### config.mk
export PLATFORM = sky130hd
export DESIGN_NAME = fetch_stage
export DESIGN_NICKNAME = d
export VERILOG_FILES = /design/src/rtl/fetch_pkg.sv /design/src/rtl/fetch_buffer.sv /design/src/rtl/fetch_stage.sv
export SDC_FILE = /design/constraint.sdc
export NUM_CORES = 1
export LEC_CHECK = 0
export ABC_AREA = 1
export BUFFER_PORTS_ARGS = -buffer_cell sky130_fd_sc_hd__buf_2
export CORE_AREA = 10 10 163 165
export CTS_BUF_LIST = sky130_fd_sc_hd__clkbuf_16
export DETAILED_ROUTE_END_ITERATION = 10
export DIE_AREA = 0 0 173 175
export PLACE_DENSITY = 0.83
export RECOVER_POWER = 100
export SLEW_MARGIN = 20
export SYNTH_ARGS = -nofsm -noshare
export SYNTH_HDL_FRONTEND = slang
export SYNTH_SLANG_ARGS = --single-unit
export TNS_END_PERCENT = 100
### constraint.sdc
create_clock -name clk -period 5.8 [get_ports clk]
set_clock_uncertainty 0.1 [all_clocks]
set_input_delay 1.16 -clock clk [delete_from_list [all_inputs] [get_ports clk]]
set_output_delay 1.16 -clock clk [all_outputs]
set_load 0.03 [all_outputs]
### src/rtl/fetch_pkg.sv
// Shared fetch-stage definitions: NOP encoding, default reset PC,
// the buffered {instr, pc} entry type and a word-align helper.
package fetch_pkg;

    localparam logic [31:0] NOP_INSTR        = 32'h0000_0013;
    localparam logic [31:0] DEFAULT_RESET_PC = 32'h0000_0000;
    localparam int          BUF_DEPTH        = 2;

    typedef struct packed {
        logic [31:0] instr;
        logic [31:0] pc;
    } fetch_entry_t;

    function automatic logic [31:0] word_align(input logic [31:0] a);
        return {a[31:2], 2'b00};
    endfunction

endpackage

### src/rtl/fetch_buffer.sv
// 2-entry synchronous FIFO of {instr, pc} absorbing fetch responses.
// Ports: push/pop/flush controls, count (0-2), head_instr/head_pc.
module fetch_buffer
    import fetch_pkg::*;
(
    input  logic        clk,
    input  logic        reset,
    input  logic        flush,
    input  logic        push,
    input  logic [31:0] push_instr,
    input  logic [31:0] push_pc,
    input  logic        pop,
    output logic [1:0]  count,
    output logic [31:0] head_instr,
    output logic [31:0] head_pc
);

    fetch_entry_t mem_q [BUF_DEPTH];
    fetch_entry_t mem_d [BUF_DEPTH];
    logic         rd_ptr_q, rd_ptr_d;
    logic         wr_ptr_q, wr_ptr_d;
    logic [1:0]   count_q, count_d;
    logic         do_push, do_pop;

    always_comb begin
        do_push  = push && (count_q != 2'd2);
        do_pop   = pop && (count_q != 2'd0);
        mem_d    = mem_q;
        wr_ptr_d = wr_ptr_q;
        rd_ptr_d = rd_ptr_q;
        count_d  = count_q;
        if (do_push) begin
            mem_d[wr_ptr_q] = '{instr: push_instr, pc: push_pc};
            wr_ptr_d        = ~wr_ptr_q;
        end
        if (do_pop) begin
            rd_ptr_d = ~rd_ptr_q;
        end
        count_d = count_q + {1'b0, do_push} - {1'b0, do_pop};
        if (flush) begin
            wr_ptr_d = 1'b0;
            rd_ptr_d = 1'b0;
            count_d  = 2'd0;
        end
    end

    always_ff @(posedge clk) begin
        if (reset) begin
            wr_ptr_q <= 1'b0;
            rd_ptr_q <= 1'b0;
            count_q  <= 2'd0;
        end else begin
            wr_ptr_q <= wr_ptr_d;
            rd_ptr_q <= rd_ptr_d;
            count_q  <= count_d;
        end
    end

    // Storage needs no reset: count gates every read.
    always_ff @(posedge clk) begin
        mem_q <= mem_d;
    end

    assign count      = count_q;
    assign head_instr = mem_q[rd_ptr_q].instr;
    assign head_pc    = mem_q[rd_ptr_q].pc;

endmodule

### src/rtl/fetch_stage.sv
// Instruction fetch: owns pc_f, issues imem requests under a 2-credit
// limit, buffers responses during stalls and drives the IF/ID register.
// Ports: imem_req/addr/ready/rdata, stall_d, redirect_e/pc_e,
// instr_d/imm_d/pc_d/pc_plus4_d/valid_d.
module fetch_stage
    import fetch_pkg::*;
#(
    parameter logic [31:0] RESET_PC = DEFAULT_RESET_PC
) (
    input  logic        clk,
    input  logic        reset,
    output logic        imem_req,
    output logic [31:0] imem_addr,
    input  logic        imem_ready,
    input  logic [31:0] imem_rdata,
    input  logic        stall_d,
    input  logic        redirect_e,
    input  logic [31:0] redirect_pc_e,
    output logic [31:0] instr_d,
    output logic [24:0] imm_d,
    output logic [31:0] pc_d,
    output logic [31:0] pc_plus4_d,
    output logic        valid_d
);

    logic [31:0] pcf_q, pcf_d;
    logic [31:0] resp_pc_q, resp_pc_d;
    logic        inflight_q, inflight_d;
    logic [31:0] ifid_instr_q, ifid_instr_d;
    logic [31:0] ifid_pc_q, ifid_pc_d;
    logic [31:0] ifid_pc4_q, ifid_pc4_d;
    logic        ifid_valid_q, ifid_valid_d;

    logic [1:0]  buf_count;
    logic [31:0] head_instr, head_pc;
    logic [2:0]  credit;
    logic        accept, resp_live, bypass;
    logic        push, pop, buf_flush;

    fetch_buffer u_buf (
        .clk        (clk),
        .reset      (reset),
        .flush      (buf_flush),
        .push       (push),
        .push_instr (imem_rdata),
        .push_pc    (resp_pc_q),
        .pop        (pop),
        .count      (buf_count),
        .head_instr (head_instr),
        .head_pc    (head_pc)
    );

    // Credits cover buffered entries plus the response still in
    // flight, so a buffer slot always exists for every response.
    always_comb begin
        credit    = {1'b0, buf_count} + {2'b00, inflight_q};
        imem_req  = !reset && !redirect_e && (credit < 3'd2);
        accept    = imem_req && imem_ready;
        resp_live = inflight_q && !redirect_e && !reset;
        bypass    = resp_live && (buf_count == 2'd0) && !stall_d;
        push      = resp_live && !bypass;
        pop       = !reset && !redirect_e && !stall_d
                    && (buf_count != 2'd0);
        buf_flush = reset || redirect_e;
    end

    always_comb begin
        pcf_d      = pcf_q;
        inflight_d = accept;
        resp_pc_d  = resp_pc_q;
        if (redirect_e) begin
            pcf_d = word_align(redirect_pc_e);
        end else if (accept) begin
            pcf_d = pcf_q + 32'd4;
        end
        if (accept) begin
            resp_pc_d = pcf_q;
        end
    end

    // Buffer head has priority over the bypass so order is kept.
    always_comb begin
        ifid_instr_d = ifid_instr_q;
        ifid_pc_d    = ifid_pc_q;
        ifid_pc4_d   = ifid_pc4_q;
        ifid_valid_d = ifid_valid_q;
        if (redirect_e) begin
            ifid_valid_d = 1'b0;
            ifid_instr_d = NOP_INSTR;
        end else if (!stall_d) begin
            if (pop) begin
                ifid_instr_d = head_instr;
                ifid_pc_d    = head_pc;
                ifid_pc4_d   = head_pc + 32'd4;
                ifid_valid_d = 1'b1;
            end else if (bypass) begin
                ifid_instr_d = imem_rdata;
                ifid_pc_d    = resp_pc_q;
                ifid_pc4_d   = resp_pc_q + 32'd4;
                ifid_valid_d = 1'b1;
            end else begin
                ifid_valid_d = 1'b0;
            end
        end
    end

    always_ff @(posedge clk) begin
        if (reset) begin
            pcf_q        <= word_align(RESET_PC);
            resp_pc_q    <= 32'd0;
            inflight_q   <= 1'b0;
            ifid_instr_q <= NOP_INSTR;
            ifid_pc_q    <= 32'd0;
            ifid_pc4_q   <= 32'd0;
            ifid_valid_q <= 1'b0;
        end else begin
            pcf_q        <= pcf_d;
            resp_pc_q    <= resp_pc_d;
            inflight_q   <= inflight_d;
            ifid_instr_q <= ifid_instr_d;
            ifid_pc_q    <= ifid_pc_d;
            ifid_pc4_q   <= ifid_pc4_d;
            ifid_valid_q <= ifid_valid_d;
        end
    end

    assign imem_addr  = pcf_q;
    assign instr_d    = ifid_instr_q;
    assign imm_d      = ifid_instr_q[31:7];
    assign pc_d       = ifid_pc_q;
    assign pc_plus4_d = ifid_pc4_q;
    assign valid_d    = ifid_valid_q;

endmodule

==> flow_summary.html <==
<table>
<tr><th>Metric</th><th>Value</th></tr>
<tr><th colspan="2">Run status</th></tr>
<tr><td>Result of the run</td><td>complete, but fails checks</td></tr>
<tr><td>Failing checks</td><td>max-capacitance violations, max-slew violations</td></tr>
<tr><th colspan="2">Floorplan</th></tr>
<tr><td>Full die area</td><td>approximately 30000 µm²</td></tr>
<tr><td>Die extent in y</td><td>175 µm</td></tr>
<tr><td>Initial cell density of the core</td><td>0.5493</td></tr>
<tr><td>Placeable Area</td><td>between 20000 and 25000 µm²</td></tr>
<tr><td>IO Pins</td><td>~220</td></tr>
<tr><td>Horizontal extent of the die</td><td>~170 µm</td></tr>
<tr><td>Row cnt</td><td>56</td></tr>
<tr><th colspan="2">Timing</th></tr>
<tr><td>Post-route worst hold slack</td><td>roughly 0.36 ns</td></tr>
<tr><td>Setup repair after global routing missed its margin</td><td>no</td></tr>
<tr><td>Final clock period utilization by the worst path</td><td>0.8177</td></tr>
<tr><td>Fin. Hold Viols</td><td>0</td></tr>
<tr><td>Count of final setup violators</td><td>0</td></tr>
<tr><td>Setup TNS</td><td>0 ns</td></tr>
<tr><td>Final Max Tran Viols</td><td>between 200 and 250</td></tr>
<tr><td>Measured slew at the worst slew-check pin</td><td>around 2.7 ns</td></tr>
<tr><td>Slew headroom</td><td>-0.8378</td></tr>
<tr><td>Fin worst setup slack</td><td>around 1.1 ns</td></tr>
<tr><td>Final period demand of the worst path</td><td>approximately 4.7 ns</td></tr>
<tr><td>Fmax achieved</td><td>210.8 MHz</td></tr>
<tr><th colspan="2">Finish</th></tr>
<tr><td>Sequential standard cell area</td><td>6888 µm²</td></tr>
<tr><td>Share of final-layout standard cells stronger than drive strength 1</td><td>0.06904</td></tr>
<tr><td>Antenna fix cells</td><td>0</td></tr>
<tr><td># fillers</td><td>a little over 2000</td></tr>
<tr><td>Nets</td><td>~1800</td></tr>
<tr><td>Area of the multi-input gates</td><td>4796 µm²</td></tr>
<tr><td>Area grow syn2layout</td><td>13.75%</td></tr>
<tr><td>Final cell count without fillers</td><td>between 2000 and 2500</td></tr>
<tr><th colspan="2">Global route</th></tr>
<tr><td>Wire length of the first global-routing pass</td><td>between 50 and 60 mm</td></tr>
<tr><td>Pin count of the biggest net entering global routing</td><td>90</td></tr>
<tr><td>GRT overflow</td><td>0</td></tr>
<tr><td>Total GRT Usage</td><td>0.2248</td></tr>
<tr><td>Antenna violations before repair</td><td>0</td></tr>
<tr><td>Vias in the first global route</td><td>10970</td></tr>
<tr><th colspan="2">Placed design</th></tr>
<tr><td>Worst setup slack before clock tree synthesis</td><td>roughly 1.4 ns</td></tr>
<tr><td>Final weighted congestion in routability-driven placement</td><td>a little under 0.9</td></tr>
<tr><td>Port Buffer Count</td><td>around 220</td></tr>
<tr><td>Placed Instances</td><td>roughly 2000</td></tr>
<tr><td>Estimated wirelength of the detail-placed design</td><td>between 20 and 25 mm</td></tr>
<tr><th colspan="2">Critical path</th></tr>
<tr><td>Crit-path max cell delay</td><td>roughly 0.85 ns</td></tr>
<tr><td>Category of cells accounting for the largest share of critical-path delay</td><td>simple AND/OR/NAND/NOR gates</td></tr>
<tr><td>Buf+Inv Stages, Crit Path</td><td>2</td></tr>
<tr><td>Slowest cell on the critical path</td><td>sky130_fd_sc_hd__clkbuf_1</td></tr>
<tr><td>R2R Setup Slk</td><td>~1.7 ns</td></tr>
<tr><td>Class of the most critical setup path</td><td>input pin to flop</td></tr>
<tr><td>CP arrival</td><td>just over 5 ns</td></tr>
<tr><td>Crit. End Element</td><td>flop</td></tr>
<tr><td>Cells along the critical path</td><td>clkbuf_1 -&gt; nor2_8 -&gt; nand3_1 -&gt; clkbuf_1 -&gt; o21ai_0 -&gt; nand2_1 -&gt; nor2_1 -&gt; nand4_1 -&gt; o21bai_1 -&gt; nor2_1</td></tr>
<tr><td>CP Max Fanout</td><td>39</td></tr>
<tr><td>Nature of the critical path startpoint</td><td>input pin</td></tr>
<tr><td>Data required, critical path</td><td>slightly above 6 ns</td></tr>
<tr><th colspan="2">Clocking</th></tr>
<tr><td>Clock buffers created by TritonCTS</td><td>29</td></tr>
<tr><td>Root buffer selected by CTS</td><td>sky130_fd_sc_hd__clkbuf_16</td></tr>
<tr><td>Num Clock Sinks</td><td>roughly 280</td></tr>
<tr><td>Bufs on Longest Clock Path</td><td>3</td></tr>
<tr><td>Clock network latency to the later pin of the worst-skew pair</td><td>between 0.5 and 0.6 ns</td></tr>
<tr><td>Clock-pin transition on the worst setup and hold timing paths</td><td>roughly 0.06 ns</td></tr>
<tr><td>Number of gates resized after cts</td><td>0</td></tr>
<tr><td>H-tree depth</td><td>1</td></tr>
<tr><td>Buffers inserted by post-CTS timing repair</td><td>0</td></tr>
<tr><td>CTS tree</td><td>yes</td></tr>
<tr><td>Number of hold buffers added after CTS</td><td>0</td></tr>
<tr><th colspan="2">Synthesis</th></tr>
<tr><td>Dominant cell by count in the synthesized netlist</td><td>sky130_fd_sc_hd__nand2_1</td></tr>
<tr><td>Netlist area before placement</td><td>around 13000 µm²</td></tr>
<tr><td>Proportion of netlist area held by the largest area contributor</td><td>0.2914</td></tr>
<tr><td>Mean post-synth cell area</td><td>just over 8 µm²</td></tr>
<tr><td>EDFF count, synth</td><td>between 100 and 150</td></tr>
<tr><td>Total of flip-flops plus latches after synthesis</td><td>~280</td></tr>
<tr><td>Cell type with the highest aggregate area in the netlist</td><td>sky130_fd_sc_hd__edfxtp_1</td></tr>
<tr><td>Post-synth cell types</td><td>44</td></tr>
<tr><td>Post-Syn Instances</td><td>approximately 1600</td></tr>
<tr><td>Most common flop cell mapped by yosys</td><td>sky130_fd_sc_hd__dfxtp_1</td></tr>
<tr><td>Top cell types by occurrence after synthesis</td><td>sky130_fd_sc_hd__nand2_1, sky130_fd_sc_hd__nor2_1, sky130_fd_sc_hd__dfxtp_1</td></tr>
<tr><td>Sequential cell area fraction in the yosys report</td><td>0.5389</td></tr>
<tr><td>Fraction of registers with async set/reset</td><td>0</td></tr>
<tr><td>Cells taking the most area after synthesis</td><td>sky130_fd_sc_hd__edfxtp_1, sky130_fd_sc_hd__dfxtp_1, sky130_fd_sc_hd__nand2_1, sky130_fd_sc_hd__nor2_1, sky130_fd_sc_hd__o21ai_0</td></tr>
<tr><td>Synthesis warning total</td><td>0</td></tr>
<tr><th colspan="2">Route</th></tr>
<tr><td>Routed Antenna Nets</td><td>0</td></tr>
<tr><td>Detail-routed net length per standard cell</td><td>roughly 17 µm</td></tr>
<tr><td>Vias/cell</td><td>5.460</td></tr>
<tr><td>Length of the first detailed-routing pass in iterations</td><td>5</td></tr>
<tr><td>Number of DRC violations after detailed-routing iteration 0</td><td>1093</td></tr>
<tr><td>DRC Markers</td><td>0</td></tr>
<tr><td>DRT Wirelength</td><td>between 30 and 40 mm</td></tr>
<tr><td>Vias</td><td>about 11000</td></tr>
<tr><th colspan="2">Pwr</th></tr>
<tr><td>Areal power density over the cells</td><td>about 300 nW/µm²</td></tr>
<tr><td>Worst ir drop on vdd</td><td>about 0.00019 V</td></tr>
<tr><td>Leakage power summed over all cells</td><td>between 5 and 6 nW</td></tr>
<tr><td>Final Total Pwr</td><td>0.004299 W</td></tr>
<tr><th colspan="2">Hold path</th></tr>
<tr><td>Type of the tightest min-delay check</td><td>flop to flop</td></tr>
<tr><th colspan="2">Run</th></tr>
<tr><td>Max capacitance violation total</td><td>4</td></tr>
</table>
[kinds of logic after synthesis]
kind of cell             after synthesis  synth area share
AND/OR/NAND/NOR                      694            0.2213
AO/OA/AOI/OAI                        319            0.1385
flip-flops                           282            0.5389
buffers and inverters                240           0.08479
XOR/XNOR                              18           0.01234
adder cells (fa/ha/maj)                4          0.003917
other                                  1         0.0002935
[cell type report]
| type | instances | area share |
|---|---|---|
| well taps | 319 | 0.02746 |
| clock inverters | 23 | 0.01713 |
| clock buffers | 30 | 0.05165 |
| inverters | 133 | 0.03435 |
| multi-input cells | 1041 | 0.3299 |
| flip-flops and latches | 282 | 0.4739 |
| repair buffers | 229 | 0.06559 |
[tightest hold or removal path: cells and delay by family, from the launching register on]
family | cells | cell delay, ns
simple gates | 1 | 0.05
flops | 1 | 0.33
compound gates | 1 | 0.06
[metal layers]
layer / global-route usage / part of all wire / vias to the layer above
met3: 0.05001 / 0.088 / 77
li1: - / - / 5416
met2: 0.3755 / 0.47 / 524
met1: 0.2863 / 0.42 / 5215
met4: 0.06683 / 0.024 / 0
met5: 0 / 0 / -
[through the flow]
step | area [µm²] | util
6_report | 14540 | 0.6248
5_1_grt | 14540 | 0.6248
4_1_cts | 14830 | 0.6374
3_5_place_dp | 13830 | 0.5944
3_3_place_gp | 13830 | 0.5944
2_1_floorplan | 12800 | -
[sequential cells by signal (all words and copies together), names as in the netlist]
register	cells
u_buf.wr_ptr_q	1
imem_addr	30
pc_plus4_d	30
pc_d	30
valid_d	1
resp_pc_q	30
u_buf.mem_q	124
instr_d	32
u_buf.count	2
u_buf.rd_ptr_q	1
inflight_q	1
[path summary, 6_finish.rpt]
kind,startpoint,to,cells after the start
worst min-delay path,instr_d[1]$_SDFFE_PP1P_,instr_d[1]$_SDFFE_PP1P_,2
worst min register to register,instr_d[1]$_SDFFE_PP1P_,instr_d[1]$_SDFFE_PP1P_,2
worst max-delay path,redirect_e,pc_plus4_d[29]$_SDFFE_PP0P_,10
worst max register to register,u_buf.count[0]$_SDFF_PP0_,pc_plus4_d[29]$_SDFFE_PP0P_,11
[report_power, final]
| group | total, W | internal (W) | switching, W |
|---|---|---|---|
| combinational | 0.000230 | 0.0000615 | 0.000168 |
| clock | 0.00193 | 0.00116 | 0.000772 |
| sequential | 0.00214 | 0.00210 | 0.0000360 |
[placed cells by master, fill, tap and decap left out, types with 5 or more instances in the layout]
master	count
sky130_fd_sc_hd__o21ai_2	6
sky130_fd_sc_hd__a22o_1	5
sky130_fd_sc_hd__a21oi_1	99
sky130_fd_sc_hd__a31oi_1	48
sky130_fd_sc_hd__edfxtp_1	124
sky130_fd_sc_hd__o21bai_1	9
sky130_fd_sc_hd__o21ai_1	12
sky130_fd_sc_hd__o21ai_0	124
sky130_fd_sc_hd__clkbuf_16	30
sky130_fd_sc_hd__dfxtp_1	157
sky130_fd_sc_hd__buf_2	33
sky130_fd_sc_hd__inv_1	130
sky130_fd_sc_hd__clkbuf_1	184
sky130_fd_sc_hd__o211ai_1	5
sky130_fd_sc_hd__clkinv_2	7
sky130_fd_sc_hd__nor2_2	5
sky130_fd_sc_hd__nand2_1	425
sky130_fd_sc_hd__nand4_1	15
sky130_fd_sc_hd__nand3_1	45
sky130_fd_sc_hd__nor3_1	13
sky130_fd_sc_hd__clkinv_1	5
sky130_fd_sc_hd__or2_2	8
sky130_fd_sc_hd__buf_4	9
sky130_fd_sc_hd__bufinv_16	5
sky130_fd_sc_hd__xor2_1	15
sky130_fd_sc_hd__conb_1	6
sky130_fd_sc_hd__nor2_1	174
Note: power is estimated with default switching activity, not from simulation.
